`src/rtl/noc_pe_ni_pkg.sv`:
```
// Shared flit layout and helper functions for the PE-side network interface.
// Holds field offsets, flit packing and saturating counter arithmetic.
package noc_pkg;

   localparam int DATA_W = 32;
   localparam int X_SIZE = 1;
   localparam int Y_SIZE = 1;
   localparam int FLIT_W = X_SIZE + Y_SIZE + DATA_W;
   localparam int SAT_W  = 8;

   localparam int PAYLOAD_LSB = 0;
   localparam int DSTX_LSB    = DATA_W;
   localparam int DSTY_LSB    = DATA_W + X_SIZE;

   function automatic logic [FLIT_W-1:0] build_flit(
      input logic [Y_SIZE-1:0] dst_y,
      input logic [X_SIZE-1:0] dst_x,
      input logic [DATA_W-1:0] payload
   );
      return {dst_y, dst_x, payload};
   endfunction

   function automatic logic [SAT_W-1:0] sat_inc(input logic [SAT_W-1:0] v);
      return (v == {SAT_W{1'b1}}) ? v : v + {{(SAT_W-1){1'b0}}, 1'b1};
   endfunction

endpackage

```
`src/rtl/noc_pe_ni_if.sv`:
```
// Handshake bundle between the network interface, its PE and its switch port.
// Optional build macro: NOC_NI_STATS_EN adds the packet statistics counters.
interface noc_pe_ni_if #(
   parameter int data_width = 32,
   parameter int x_size     = 1,
   parameter int y_size     = 1,
   parameter int CNT_W      = 8
);
   localparam int total_width = x_size + y_size + data_width;

   logic                   tx_valid;
   logic                   tx_ready;
   logic [x_size-1:0]      tx_dst_x;
   logic [y_size-1:0]      tx_dst_y;
   logic [data_width-1:0]  tx_data;
   logic                   noc_o_valid;
   logic                   noc_i_ready;
   logic [total_width-1:0] noc_o_data;
   logic                   noc_i_valid;
   logic [total_width-1:0] noc_i_data;
   logic                   rx_valid;
   logic                   rx_ready;
   logic [data_width-1:0]  rx_data;
   logic                   rx_overflow;
   logic [CNT_W-1:0]       drop_cnt;
   logic [CNT_W-1:0]       misroute_cnt;
`ifdef NOC_NI_STATS_EN
   logic [31:0]            tx_pkt_cnt;
   logic [31:0]            rx_pkt_cnt;
`endif

   modport slave (
      input  tx_valid, tx_dst_x, tx_dst_y, tx_data, noc_i_ready,
      input  noc_i_valid, noc_i_data, rx_ready,
`ifdef NOC_NI_STATS_EN
      output tx_pkt_cnt, rx_pkt_cnt,
`endif
      output tx_ready, noc_o_valid, noc_o_data, rx_valid, rx_data,
      output rx_overflow, drop_cnt, misroute_cnt
   );

   modport master (
      output tx_valid, tx_dst_x, tx_dst_y, tx_data, noc_i_ready,
      output noc_i_valid, noc_i_data, rx_ready,
`ifdef NOC_NI_STATS_EN
      input  tx_pkt_cnt, rx_pkt_cnt,
`endif
      input  tx_ready, noc_o_valid, noc_o_data, rx_valid, rx_data,
      input  rx_overflow, drop_cnt, misroute_cnt
   );

endinterface

```
`src/rtl/noc_ni_fifo.sv`:
```
// Circular FIFO with wrap-bit pointers and a registered head entry.
// Caller qualifies push (not full, or full with pop) and pop (not empty).
module noc_ni_fifo #(
   parameter int DEPTH = 4,
   parameter int WIDTH = 34
) (
   input  logic             clk,
   input  logic             rst,
   input  logic             push,
   input  logic [WIDTH-1:0] din,
   input  logic             pop,
   output logic             full,
   output logic             empty,
   output logic [WIDTH-1:0] head
);
   localparam int AW = $clog2(DEPTH);

   logic [WIDTH-1:0] mem_r [DEPTH];
   logic [AW:0]      wr_ptr_r;
   logic [AW:0]      rd_ptr_r;
   logic [AW:0]      rd_next_s;
   logic [WIDTH-1:0] head_r;

   assign rd_next_s = rd_ptr_r + {{AW{1'b0}}, pop};
   assign full  = (wr_ptr_r[AW] != rd_ptr_r[AW]) && (wr_ptr_r[AW-1:0] == rd_ptr_r[AW-1:0]);
   assign empty = (wr_ptr_r == rd_ptr_r);
   assign head  = head_r;

   // Storage and pointer update
   always_ff @(posedge clk or posedge rst) begin
      if (rst) begin
         wr_ptr_r <= {(AW+1){1'b0}};
         rd_ptr_r <= {(AW+1){1'b0}};
         for (int i = 0; i < DEPTH; i++) begin
            mem_r[i] <= {WIDTH{1'b0}};
         end
      end else begin
         if (push) begin
            mem_r[wr_ptr_r[AW-1:0]] <= din;
         end
         wr_ptr_r <= wr_ptr_r + {{AW{1'b0}}, push};
         rd_ptr_r <= rd_next_s;
      end
   end

   // Head register; bypasses din when the written slot becomes the head
   always_ff @(posedge clk or posedge rst) begin
      if (rst) begin
         head_r <= {WIDTH{1'b0}};
      end else if (push && (rd_next_s == wr_ptr_r)) begin
         head_r <= din;
      end else begin
         head_r <= mem_r[rd_next_s[AW-1:0]];
      end
   end

endmodule

```
`src/rtl/noc_pe_ni.sv`:
```
// PE-side network interface: TX flit packing/buffering and RX capture with drop/misroute tracking.
// Optional build macro: NOC_NI_STATS_EN adds 32-bit tx_pkt_cnt / rx_pkt_cnt.
module noc_pe_ni
   import noc_pkg::*;
#(
   parameter int X           = 2,
   parameter int Y           = 2,
   parameter int x_coord     = 0,
   parameter int y_coord     = 0,
   parameter int data_width  = DATA_W,
   parameter int x_size      = X_SIZE,
   parameter int y_size      = Y_SIZE,
   parameter int total_width = x_size + y_size + data_width,
   parameter int DEPTH       = 4,
   parameter int CNT_W       = SAT_W
) (
   input logic       clk,
   input logic       rst,
   noc_pe_ni_if.slave ifc
);
   localparam logic [x_size-1:0] MY_X = x_size'(x_coord);
   localparam logic [y_size-1:0] MY_Y = y_size'(y_coord);

   if ((x_coord >= X) || (y_coord >= Y) || (DEPTH < 2)) begin : g_bad_cfg
      $error("noc_pe_ni: node coordinates outside the mesh or DEPTH < 2");
   end

   logic                   run_r;
   logic                   tx_full_s, tx_empty_s, tx_push_s, tx_pop_s;
   logic [total_width-1:0] tx_flit_s, tx_head_s;
   logic                   rx_full_s, rx_empty_s, rx_push_s, rx_pop_s;
   logic [data_width-1:0]  rx_head_s;
   logic                   drop_s, misroute_s;
   logic                   rx_overflow_r;
   logic [CNT_W-1:0]       drop_cnt_r, misroute_cnt_r;

   assign tx_flit_s = build_flit(ifc.tx_dst_y, ifc.tx_dst_x, ifc.tx_data);
   assign tx_push_s = ifc.tx_valid & run_r & ~tx_full_s;
   assign tx_pop_s  = ~tx_empty_s & ifc.noc_i_ready;

   noc_ni_fifo #(.DEPTH(DEPTH), .WIDTH(total_width)) u_tx_fifo (
      .clk(clk), .rst(rst), .push(tx_push_s), .din(tx_flit_s),
      .pop(tx_pop_s), .full(tx_full_s), .empty(tx_empty_s), .head(tx_head_s)
   );

   // A full RX FIFO still accepts when the PE drains the head in the same cycle
   assign rx_pop_s   = ~rx_empty_s & ifc.rx_ready;
   assign rx_push_s  = ifc.noc_i_valid & (~rx_full_s | rx_pop_s);
   assign drop_s     = ifc.noc_i_valid & rx_full_s & ~rx_pop_s;
   assign misroute_s = ifc.noc_i_valid &
                       ((ifc.noc_i_data[DSTX_LSB +: x_size] != MY_X) ||
                        (ifc.noc_i_data[DSTY_LSB +: y_size] != MY_Y));

   noc_ni_fifo #(.DEPTH(DEPTH), .WIDTH(data_width)) u_rx_fifo (
      .clk(clk), .rst(rst), .push(rx_push_s),
      .din(ifc.noc_i_data[PAYLOAD_LSB +: data_width]),
      .pop(rx_pop_s), .full(rx_full_s), .empty(rx_empty_s), .head(rx_head_s)
   );

   assign ifc.tx_ready     = run_r & ~tx_full_s;
   assign ifc.noc_o_valid  = ~tx_empty_s;
   assign ifc.noc_o_data   = tx_head_s;
   assign ifc.rx_valid     = ~rx_empty_s;
   assign ifc.rx_data      = rx_head_s;
   assign ifc.rx_overflow  = rx_overflow_r;
   assign ifc.drop_cnt     = drop_cnt_r;
   assign ifc.misroute_cnt = misroute_cnt_r;

   // Holds tx_ready low until the first clock after reset release
   always_ff @(posedge clk or posedge rst) begin
      if (rst) begin
         run_r <= 1'b0;
      end else begin
         run_r <= 1'b1;
      end
   end

   // Sticky overflow flag and saturating drop/misroute counters
   always_ff @(posedge clk or posedge rst) begin
      if (rst) begin
         rx_overflow_r  <= 1'b0;
         drop_cnt_r     <= {CNT_W{1'b0}};
         misroute_cnt_r <= {CNT_W{1'b0}};
      end else begin
         if (drop_s) begin
            rx_overflow_r <= 1'b1;
            drop_cnt_r    <= sat_inc(drop_cnt_r);
         end
         if (misroute_s) begin
            misroute_cnt_r <= sat_inc(misroute_cnt_r);
         end
      end
   end

`ifdef NOC_NI_STATS_EN
   logic [31:0] tx_pkt_cnt_r, rx_pkt_cnt_r;

   assign ifc.tx_pkt_cnt = tx_pkt_cnt_r;
   assign ifc.rx_pkt_cnt = rx_pkt_cnt_r;

   // Wrap-around packet counters for flits sent to the NoC and flits buffered for the PE
   always_ff @(posedge clk or posedge rst) begin
      if (rst) begin
         tx_pkt_cnt_r <= 32'd0;
         rx_pkt_cnt_r <= 32'd0;
      end else begin
         tx_pkt_cnt_r <= tx_pkt_cnt_r + {31'd0, tx_pop_s};
         rx_pkt_cnt_r <= rx_pkt_cnt_r + {31'd0, rx_push_s};
      end
   end
`endif

endmodule

```
`src/flat_wrapper.sv`:
```
// flat-port wrapper written by rule: the top's interface ports become plain ports
module noc_pe_ni_flat import noc_pkg::*;
#(
   parameter int X           = 2,
   parameter int Y           = 2,
   parameter int x_coord     = 0,
   parameter int y_coord     = 0,
   parameter int data_width  = DATA_W,
   parameter int x_size      = X_SIZE,
   parameter int y_size      = Y_SIZE,
   parameter int total_width = x_size + y_size + data_width,
   parameter int DEPTH       = 4,
   parameter int CNT_W       = SAT_W
)
  (clk, rst, ifc_tx_valid, ifc_tx_dst_x, ifc_tx_dst_y, ifc_tx_data, ifc_noc_i_ready, ifc_noc_i_valid, ifc_noc_i_data, ifc_rx_ready, ifc_tx_ready, ifc_noc_o_valid, ifc_noc_o_data, ifc_rx_valid, ifc_rx_data, ifc_rx_overflow, ifc_drop_cnt, ifc_misroute_cnt);
  noc_pe_ni_if #(.data_width(data_width), .x_size(x_size), .y_size(y_size), .CNT_W(CNT_W)) ifc_i ();
  input logic clk;
  input logic rst;
  input wire logic [$bits(ifc_i.tx_valid)-1:0] ifc_tx_valid;
  input wire logic [$bits(ifc_i.tx_dst_x)-1:0] ifc_tx_dst_x;
  input wire logic [$bits(ifc_i.tx_dst_y)-1:0] ifc_tx_dst_y;
  input wire logic [$bits(ifc_i.tx_data)-1:0] ifc_tx_data;
  input wire logic [$bits(ifc_i.noc_i_ready)-1:0] ifc_noc_i_ready;
  input wire logic [$bits(ifc_i.noc_i_valid)-1:0] ifc_noc_i_valid;
  input wire logic [$bits(ifc_i.noc_i_data)-1:0] ifc_noc_i_data;
  input wire logic [$bits(ifc_i.rx_ready)-1:0] ifc_rx_ready;
  output wire logic [$bits(ifc_i.tx_ready)-1:0] ifc_tx_ready;
  output wire logic [$bits(ifc_i.noc_o_valid)-1:0] ifc_noc_o_valid;
  output wire logic [$bits(ifc_i.noc_o_data)-1:0] ifc_noc_o_data;
  output wire logic [$bits(ifc_i.rx_valid)-1:0] ifc_rx_valid;
  output wire logic [$bits(ifc_i.rx_data)-1:0] ifc_rx_data;
  output wire logic [$bits(ifc_i.rx_overflow)-1:0] ifc_rx_overflow;
  output wire logic [$bits(ifc_i.drop_cnt)-1:0] ifc_drop_cnt;
  output wire logic [$bits(ifc_i.misroute_cnt)-1:0] ifc_misroute_cnt;
  assign ifc_i.tx_valid = ifc_tx_valid;
  assign ifc_i.tx_dst_x = ifc_tx_dst_x;
  assign ifc_i.tx_dst_y = ifc_tx_dst_y;
  assign ifc_i.tx_data = ifc_tx_data;
  assign ifc_i.noc_i_ready = ifc_noc_i_ready;
  assign ifc_i.noc_i_valid = ifc_noc_i_valid;
  assign ifc_i.noc_i_data = ifc_noc_i_data;
  assign ifc_i.rx_ready = ifc_rx_ready;
  assign ifc_tx_ready = ifc_i.tx_ready;
  assign ifc_noc_o_valid = ifc_i.noc_o_valid;
  assign ifc_noc_o_data = ifc_i.noc_o_data;
  assign ifc_rx_valid = ifc_i.rx_valid;
  assign ifc_rx_data = ifc_i.rx_data;
  assign ifc_rx_overflow = ifc_i.rx_overflow;
  assign ifc_drop_cnt = ifc_i.drop_cnt;
  assign ifc_misroute_cnt = ifc_i.misroute_cnt;
  noc_pe_ni #(.X(X), .Y(Y), .x_coord(x_coord), .y_coord(y_coord), .data_width(data_width), .x_size(x_size), .y_size(y_size), .total_width(total_width), .DEPTH(DEPTH), .CNT_W(CNT_W)) u_core (.clk(clk), .rst(rst), .ifc(ifc_i));
endmodule
```
`config.mk`:
```
export PLATFORM = sky130hd
export DESIGN_NAME = noc_pe_ni_flat
export DESIGN_NICKNAME = d
export VERILOG_FILES = /design/src/rtl/noc_pe_ni_pkg.sv /design/src/rtl/noc_pe_ni_if.sv /design/src/rtl/noc_ni_fifo.sv /design/src/rtl/noc_pe_ni.sv /design/src/flat_wrapper.sv
export SDC_FILE = /design/constraint.sdc
export NUM_CORES = 1
export LEC_CHECK = 0
export BUFFER_PORTS_ARGS = -buffer_cell sky130_fd_sc_hd__buf_2
export CORE_ASPECT_RATIO = 1.25
export CORE_MARGIN = 2
export CORE_UTILIZATION = 30
export DETAILED_ROUTE_END_ITERATION = 6
export GPL_TIMING_DRIVEN = 1
export SYNTH_ARGS = -nofsm -noshare
export SYNTH_HDL_FRONTEND = slang
export SYNTH_SLANG_ARGS = --single-unit
```
`constraint.sdc`:
```
create_clock -name clk -period 17.5 [get_ports clk]
set_clock_uncertainty 0.05 [all_clocks]
set_input_delay 2.625 -clock clk [delete_from_list [all_inputs] [get_ports clk]]
set_output_delay 2.625 -clock clk [all_outputs]
set_load 0.005 [all_outputs]
```
======== Word-level counts from Yosys, hierarchy flattened ========
Index checks and enable logic that the tools add are counted.
W data, S select, Z words.
word-level totals
  register bits after elaboration ......... 360
  input bits .............................. 74
  output and inout port bits .............. 86
operators by class
  add/sub/neg operators ................... 6
  order comparisons ....................... 6
  equal/unequal tests ..................... 10
  mux-type cells .......................... 14
  bitwise logic cells ..................... 21
  reductions and logical operators ........ 9
operators with widths
  operator               number
  $bwmux W136            1
  $mux W34               4
  $bwmux W128            1
  $mux W32               4
  $bmux W34 S2           1
  $demux W34 S2          1
  $bmux W32 S2           1
  $demux W32 S2          1
  $add A8 B1 Y8 const B  2
  $eq A8 B8 Y1 const B   2
  $add A3 B1 Y3          4
  $eq A3 B3 Y1           4
  $ge A3 B3 Y1 const B   4
  $not A2 Y3             4
  $and A1 B1 Y1          9
  $not A1 Y1             7
  $logic_and A1 B1 Y1    6
  $lt A3 B1 Y1 const B   2
  $eq A2 B2 Y1           2
  $reduce_and A2 Y1      2
  $ne A1 B1 Y1           2
  $logic_or A1 B1 Y1     1
  $or A1 B1 Y1           1

======== Depth between registers and ports, before layout ========
  word-level depth ........................ 9
  mapped depth ............................ 13

======== Cells and area by module ========
A second synthesis with hierarchy kept.
second synthesis, totals
  cell total of the unflattened synthesis .. 913
  area, all modules ....................... 15666.3 um2
by module, submodules not included
  module                          instances  cells an instance  area each (um2)  sequential area each (um2)
  noc_ni_fifo (u_core.u_tx_fifo)  1          427                7597.3           4404.2
  noc_ni_fifo (u_core.u_rx_fifo)  1          404                7160.6           4154.0
  noc_pe_ni                       1          82                 908.4            450.4

======== Worst setup path before layout ========
No wires, ideal clock.
  path type ............................... input -> register
  start ................................... in ifc_noc_i_ready
  end ..................................... reg u_core.u_tx_fifo.head_r[10] (netlist: u_core.u_tx_fifo.head[10])
  setup time .............................. 0.128 ns
  arrival ................................. 4.764 ns
  data required time ...................... 17.322 ns
  slack ................................... 12.558 ns
  stages on the path ...................... 9
  buffers on the path ..................... 2
  path through ............................ and2_1 -> ha_1 -> ha_1 -> clkbuf_1 -> xnor2_1 -> nand2_1 -> nor4b_4 -> buf_4 -> mux2_1
between the ends
  cells in the longest elaborated chain, start to end .. 7
RTL lines
  what                                          RTL line            RTL
  start, declared                               flat_wrapper.sv:23  input wire logic [$bits(ifc_i.noc_i_ready)-1:0] ifc_noc_i_ready;
  $and A1 B1 Y1 (*)                             noc_pe_ni.sv:39     assign tx_pop_s = ~tx_empty_s & ifc.noc_i_ready;
  $add A3 B1 Y3 (*)                             noc_ni_fifo.sv:24   assign rd_next_s = rd_ptr_r + {{AW{1'b0}}, pop};
  net u_core.u_tx_fifo.rd_next_s[1]             noc_ni_fifo.sv:21   logic [AW:0] rd_next_s;
  $not A2 Y3 (not written as such)              noc_ni_fifo.sv:53   head_r <= mem_r[rd_next_s[AW-1:0]];
  $bmux W34 S2                                  noc_ni_fifo.sv:53
  $mux W34 (not written as such) (2 in series)  noc_ni_fifo.sv:53
  $mux W34 (*)                                  noc_ni_fifo.sv:50   end else if (push && (rd_next_s == wr_ptr_r)) begin
  end signal, assigned                          noc_ni_fifo.sv:49   head_r <= {WIDTH{1'b0}};
  end signal, assigned                          noc_ni_fifo.sv:51   head_r <= din;
  end signal, assigned                          noc_ni_fifo.sv:53
  end, declared                                 noc_ni_fifo.sv:22   logic [WIDTH-1:0] head_r;
Mark *: on every way through the listed nets, which the timed path passes. The rest lies on a longest branch. The select of a mux whose other input is x is not followed.
A chain may end at the register's enable or synchronous reset.

======== Worst setup path after layout ========
  start ................................... in ifc_rx_ready
  end ..................................... reg u_core.u_rx_fifo.head_r[0] (netlist: u_core.u_rx_fifo.head[0])
between the ends
  cells in the longest elaborated chain, start to end .. 7
RTL lines
  what                                          RTL line            RTL
  start, declared                               flat_wrapper.sv:26  input wire logic [$bits(ifc_i.rx_ready)-1:0] ifc_rx_ready;
  $and A1 B1 Y1 (*)                             noc_pe_ni.sv:47     assign rx_pop_s = ~rx_empty_s & ifc.rx_ready;
  $add A3 B1 Y3 (*)                             noc_ni_fifo.sv:24
  net u_core.u_rx_fifo.rd_next_s[1]             noc_ni_fifo.sv:21
  $not A2 Y3 (not written as such)              noc_ni_fifo.sv:53
  $bmux W32 S2                                  noc_ni_fifo.sv:53
  $mux W32 (not written as such) (2 in series)  noc_ni_fifo.sv:53
  $mux W32 (*)                                  noc_ni_fifo.sv:50
  end signal, assigned                          noc_ni_fifo.sv:49
  end signal, assigned                          noc_ni_fifo.sv:51
  end signal, assigned                          noc_ni_fifo.sv:53
  end, declared                                 noc_ni_fifo.sv:22
Marks and branches as above.

==> impl_metrics.tcl <==
set metrics [dict create \
    regArea_sq_um 9010 \
    ys_seq_area_share_pct 58.4 \
    io_pins 160 \
    clk_latency_ps 530 \
    nets 1157 \
    cts_hold_buf 0 \
    post-synth-top-area-cell "dfrtp_1" \
    setup_viol 0 \
    reg2reg_slack_ps 13330 \
    layout_commonest_cell "dfrtp_1" \
    r2r-end "u_core.u_rx_fifo.head[0]" \
    grt_max_degree 129 \
    required_ps 17870 \
    wl_met3_mm 1.71 \
    dr_wl_met2_mm 16.1 \
    synth_warnings 0 \
    fin_cells 1759 \
    finalPower_mw 3.89 \
    drt-met1-wl_mm 14.2 \
    crit_arrival_ps 5650 \
    post-cts-setup-buffers 0 \
    fmaxAchievable_mhz 189 \
    grt_setup_unrepaired "no" \
    drt-initial-drc-count 345 \
    area_delta_synth_final_pct 18.6 \
    fp.dieW_um 207 \
    final_cell_mix "dfrtp_1, mux2_2, buf_2" \
    pre_cts_ws_ps 11570 \
    grt_pass1_wl_mm 53.1 \
    hold_start "u_core.ifc.rx_overflow" \
    yosysTopAreaCellShare_pct 58.4 \
    via_per_inst 4.76 \
    startpoint "ifc_rx_ready" \
    tns_ps 0 \
    die-area_sq_um 53300 \
    hold_depth 1 \
    drc_errors 0 \
    ant_nets 0 \
    routed_wl_mm 32.8 \
    core-area_sq_um 50600 \
    h-tree-depth 2 \
    overflow 0 \
    via_count 8369 \
    finalHoldViolCount 0 \
    timing.final.crit_share_pct 30.2 \
    ir_drop_uv 123 \
    status "completed" \
    die_y_um 258 \
    ys.flop_type "dfrtp_1" \
    root_buffer "clkbuf_16" \
    syn_inst 908 \
    r2r_cells 10 \
    start_util_pct 30.5 \
    synth_edf_count 0 \
    fillers 4849 \
    post-place-cells 1689 \
    drt_pass1_iterations 4 \
    ys_ff_latch 360 \
    cp_max_fo 34 \
    num_rows 92 \
    worstMarginPinSlew_ps 1050 \
    numCtsBuffers 40 \
    cts_sinks 360 \
    post-route-util_pct 36.1 \
    ys_types 44 \
    syn_area_per_cell_sq_um 17.0 \
    r2r_start "u_core.u_rx_fifo.wr_ptr_r[1]" \
    drv_slew 0 \
    place.gp.congestion 0.710 \
    async_flop_share_pct 100 \
    maxCapViolations 0 \
    layout_setup_ws_ps 12220 \
    grt.total_usage_pct 12.7 \
    min_path_type "register to register" \
    layout-drive-gt1-share_pct 56.3 \
    drt-wirelength-per-cell_um 18.6 \
    cts_buffer_depth 3 \
    clkTransAtPathRegs_ps 60 \
    cts_tree "yes" \
    holdPathEnd "u_core.ifc.rx_overflow" \
    p_leak_nw 8.03 \
    start_kind "input port" \
    fin_crit_ps 5280 \
    p_per_area_nw_per_um2 213 \
    ctsResizeCount 0 \
    grt_pass1_vias 9294 \
    crit_path_end_kind "register" \
    slew_headroom_pct 29.9 \
    dpl.hpwl_mm 19.5 \
    antenna_found_initial 4 \
    worst-setup-path-type "input port to register" \
    yosys-top-cells-area "dfrtp_1, mux2_2, mux4_2" \
    io_buffers 159 \
    synthesis.nets 992 \
    top_layer "met5" \
    multi_input_area_sq_um 6200 \
    netlist_area_sq_um 15400 \
]
worst max-delay path, cell delays in order:
cell,delay [ps]
buf_2,110
and2_1,130
ha_2,170
ha_2,1010
xnor2_1,200
nand3_1,140
a21oi_4,390
buf_4,450
mux2_2,380
metrics by stage:
stage	hold WS (ps)	cell area (sq um)
6_report	399	18300
5_1_grt	436	18300
4_1_cts	407	18300
3_5_place_dp	389	17000
3_3_place_gp	388	17000
2_1_floorplan	401	15400
worst max path at each step:
stage	endpoint	slack, ps	cells after the start
2_1_floorplan	u_core.ifc.drop_cnt[0]	4830	1
4_1_cts	u_core.u_rx_fifo.head[0]	12160	9
3_5_place_dp	u_core.u_rx_fifo.head[29]	11570	9
5_1_grt	u_core.u_rx_fifo.head[0]	12050	9
6_report	u_core.u_rx_fifo.head[0]	12220	9
3_3_place_gp	u_core.u_rx_fifo.head[16]	11580	9
kinds of logic (layout without fill, tap and decap cells):
kind of cell               count (synthesis)  after routing  synth area share, %
other                                      1              3               0.0243
buffers and inverters                     56            247                 1.87
AOI/OAI and AO/OA                          9              9                0.535
xor gates and xnor gates                  28             28                 1.64
muxes                                    398            398                 34.6
adders and majority gates                 10             10                0.811
and+or+nand+nor                           46             46                 2.19
DFF                                      360            360                 58.4
Yosys cell counts (2+ instances only):
cell type and count:
dfrtp_1 360, mux2_2 267, mux4_2 66, mux2_1 35, mux2_4 30, buf_2 24, clkbuf_1 18, xor2_1 16
xnor2_1 11, ha_1 10, nand2_1 9, and3_1 7, buf_4 7, buf_6 3, inv_1 3, nor2_1 3
nor4bb_1 3, a31oi_1 2, and2_1 2, and4_1 2, and4b_1 2, nand3_1 2, nand4_1 2, nand4bb_1 2
nor2b_1 2, nor3b_2 2
layer usage:
layer  track usage [%]  vias to the layer above
met1              15.9                     4461
met4              3.68                        6
met3              3.33                       60
met2              21.7                      167
li1                  -                     3675
met5                 0                        -
area by class of cell:
type                            count  share of cell area, %
Antenna cell                        2                 0.0273
Clock buffer                       53                   6.23
Clock inverter                     15                   1.02
Inverter                            3                  0.103
Multi-Input combinational cell    492                   33.9
Sequential cell                   360                   49.2
Tap cell                          658                   4.50
Timing Repair Buffer              176                   5.04
where the power goes:
group          switching (mW)  total, mW  internal [mW]
logic                   0.608       1.57          0.958
clock network           0.334      0.851          0.516
registers               0.207       1.47           1.27
sequential cells by signal (all words and copies together), names as in the netlist:
register                   count
u_core.u_tx_fifo.mem_r       136
u_core.u_rx_fifo.mem_r       128
u_core.u_tx_fifo.head         34
u_core.u_rx_fifo.head         32
u_core.ifc.drop_cnt            8
u_core.ifc.misroute_cnt        8
u_core.u_rx_fifo.rd_ptr_r      3
u_core.u_rx_fifo.wr_ptr_r      3
u_core.u_tx_fifo.rd_ptr_r      3
u_core.u_tx_fifo.wr_ptr_r      3
u_core.ifc.rx_overflow         1
u_core.run_r                   1
(Power assumes the default switching activity.)
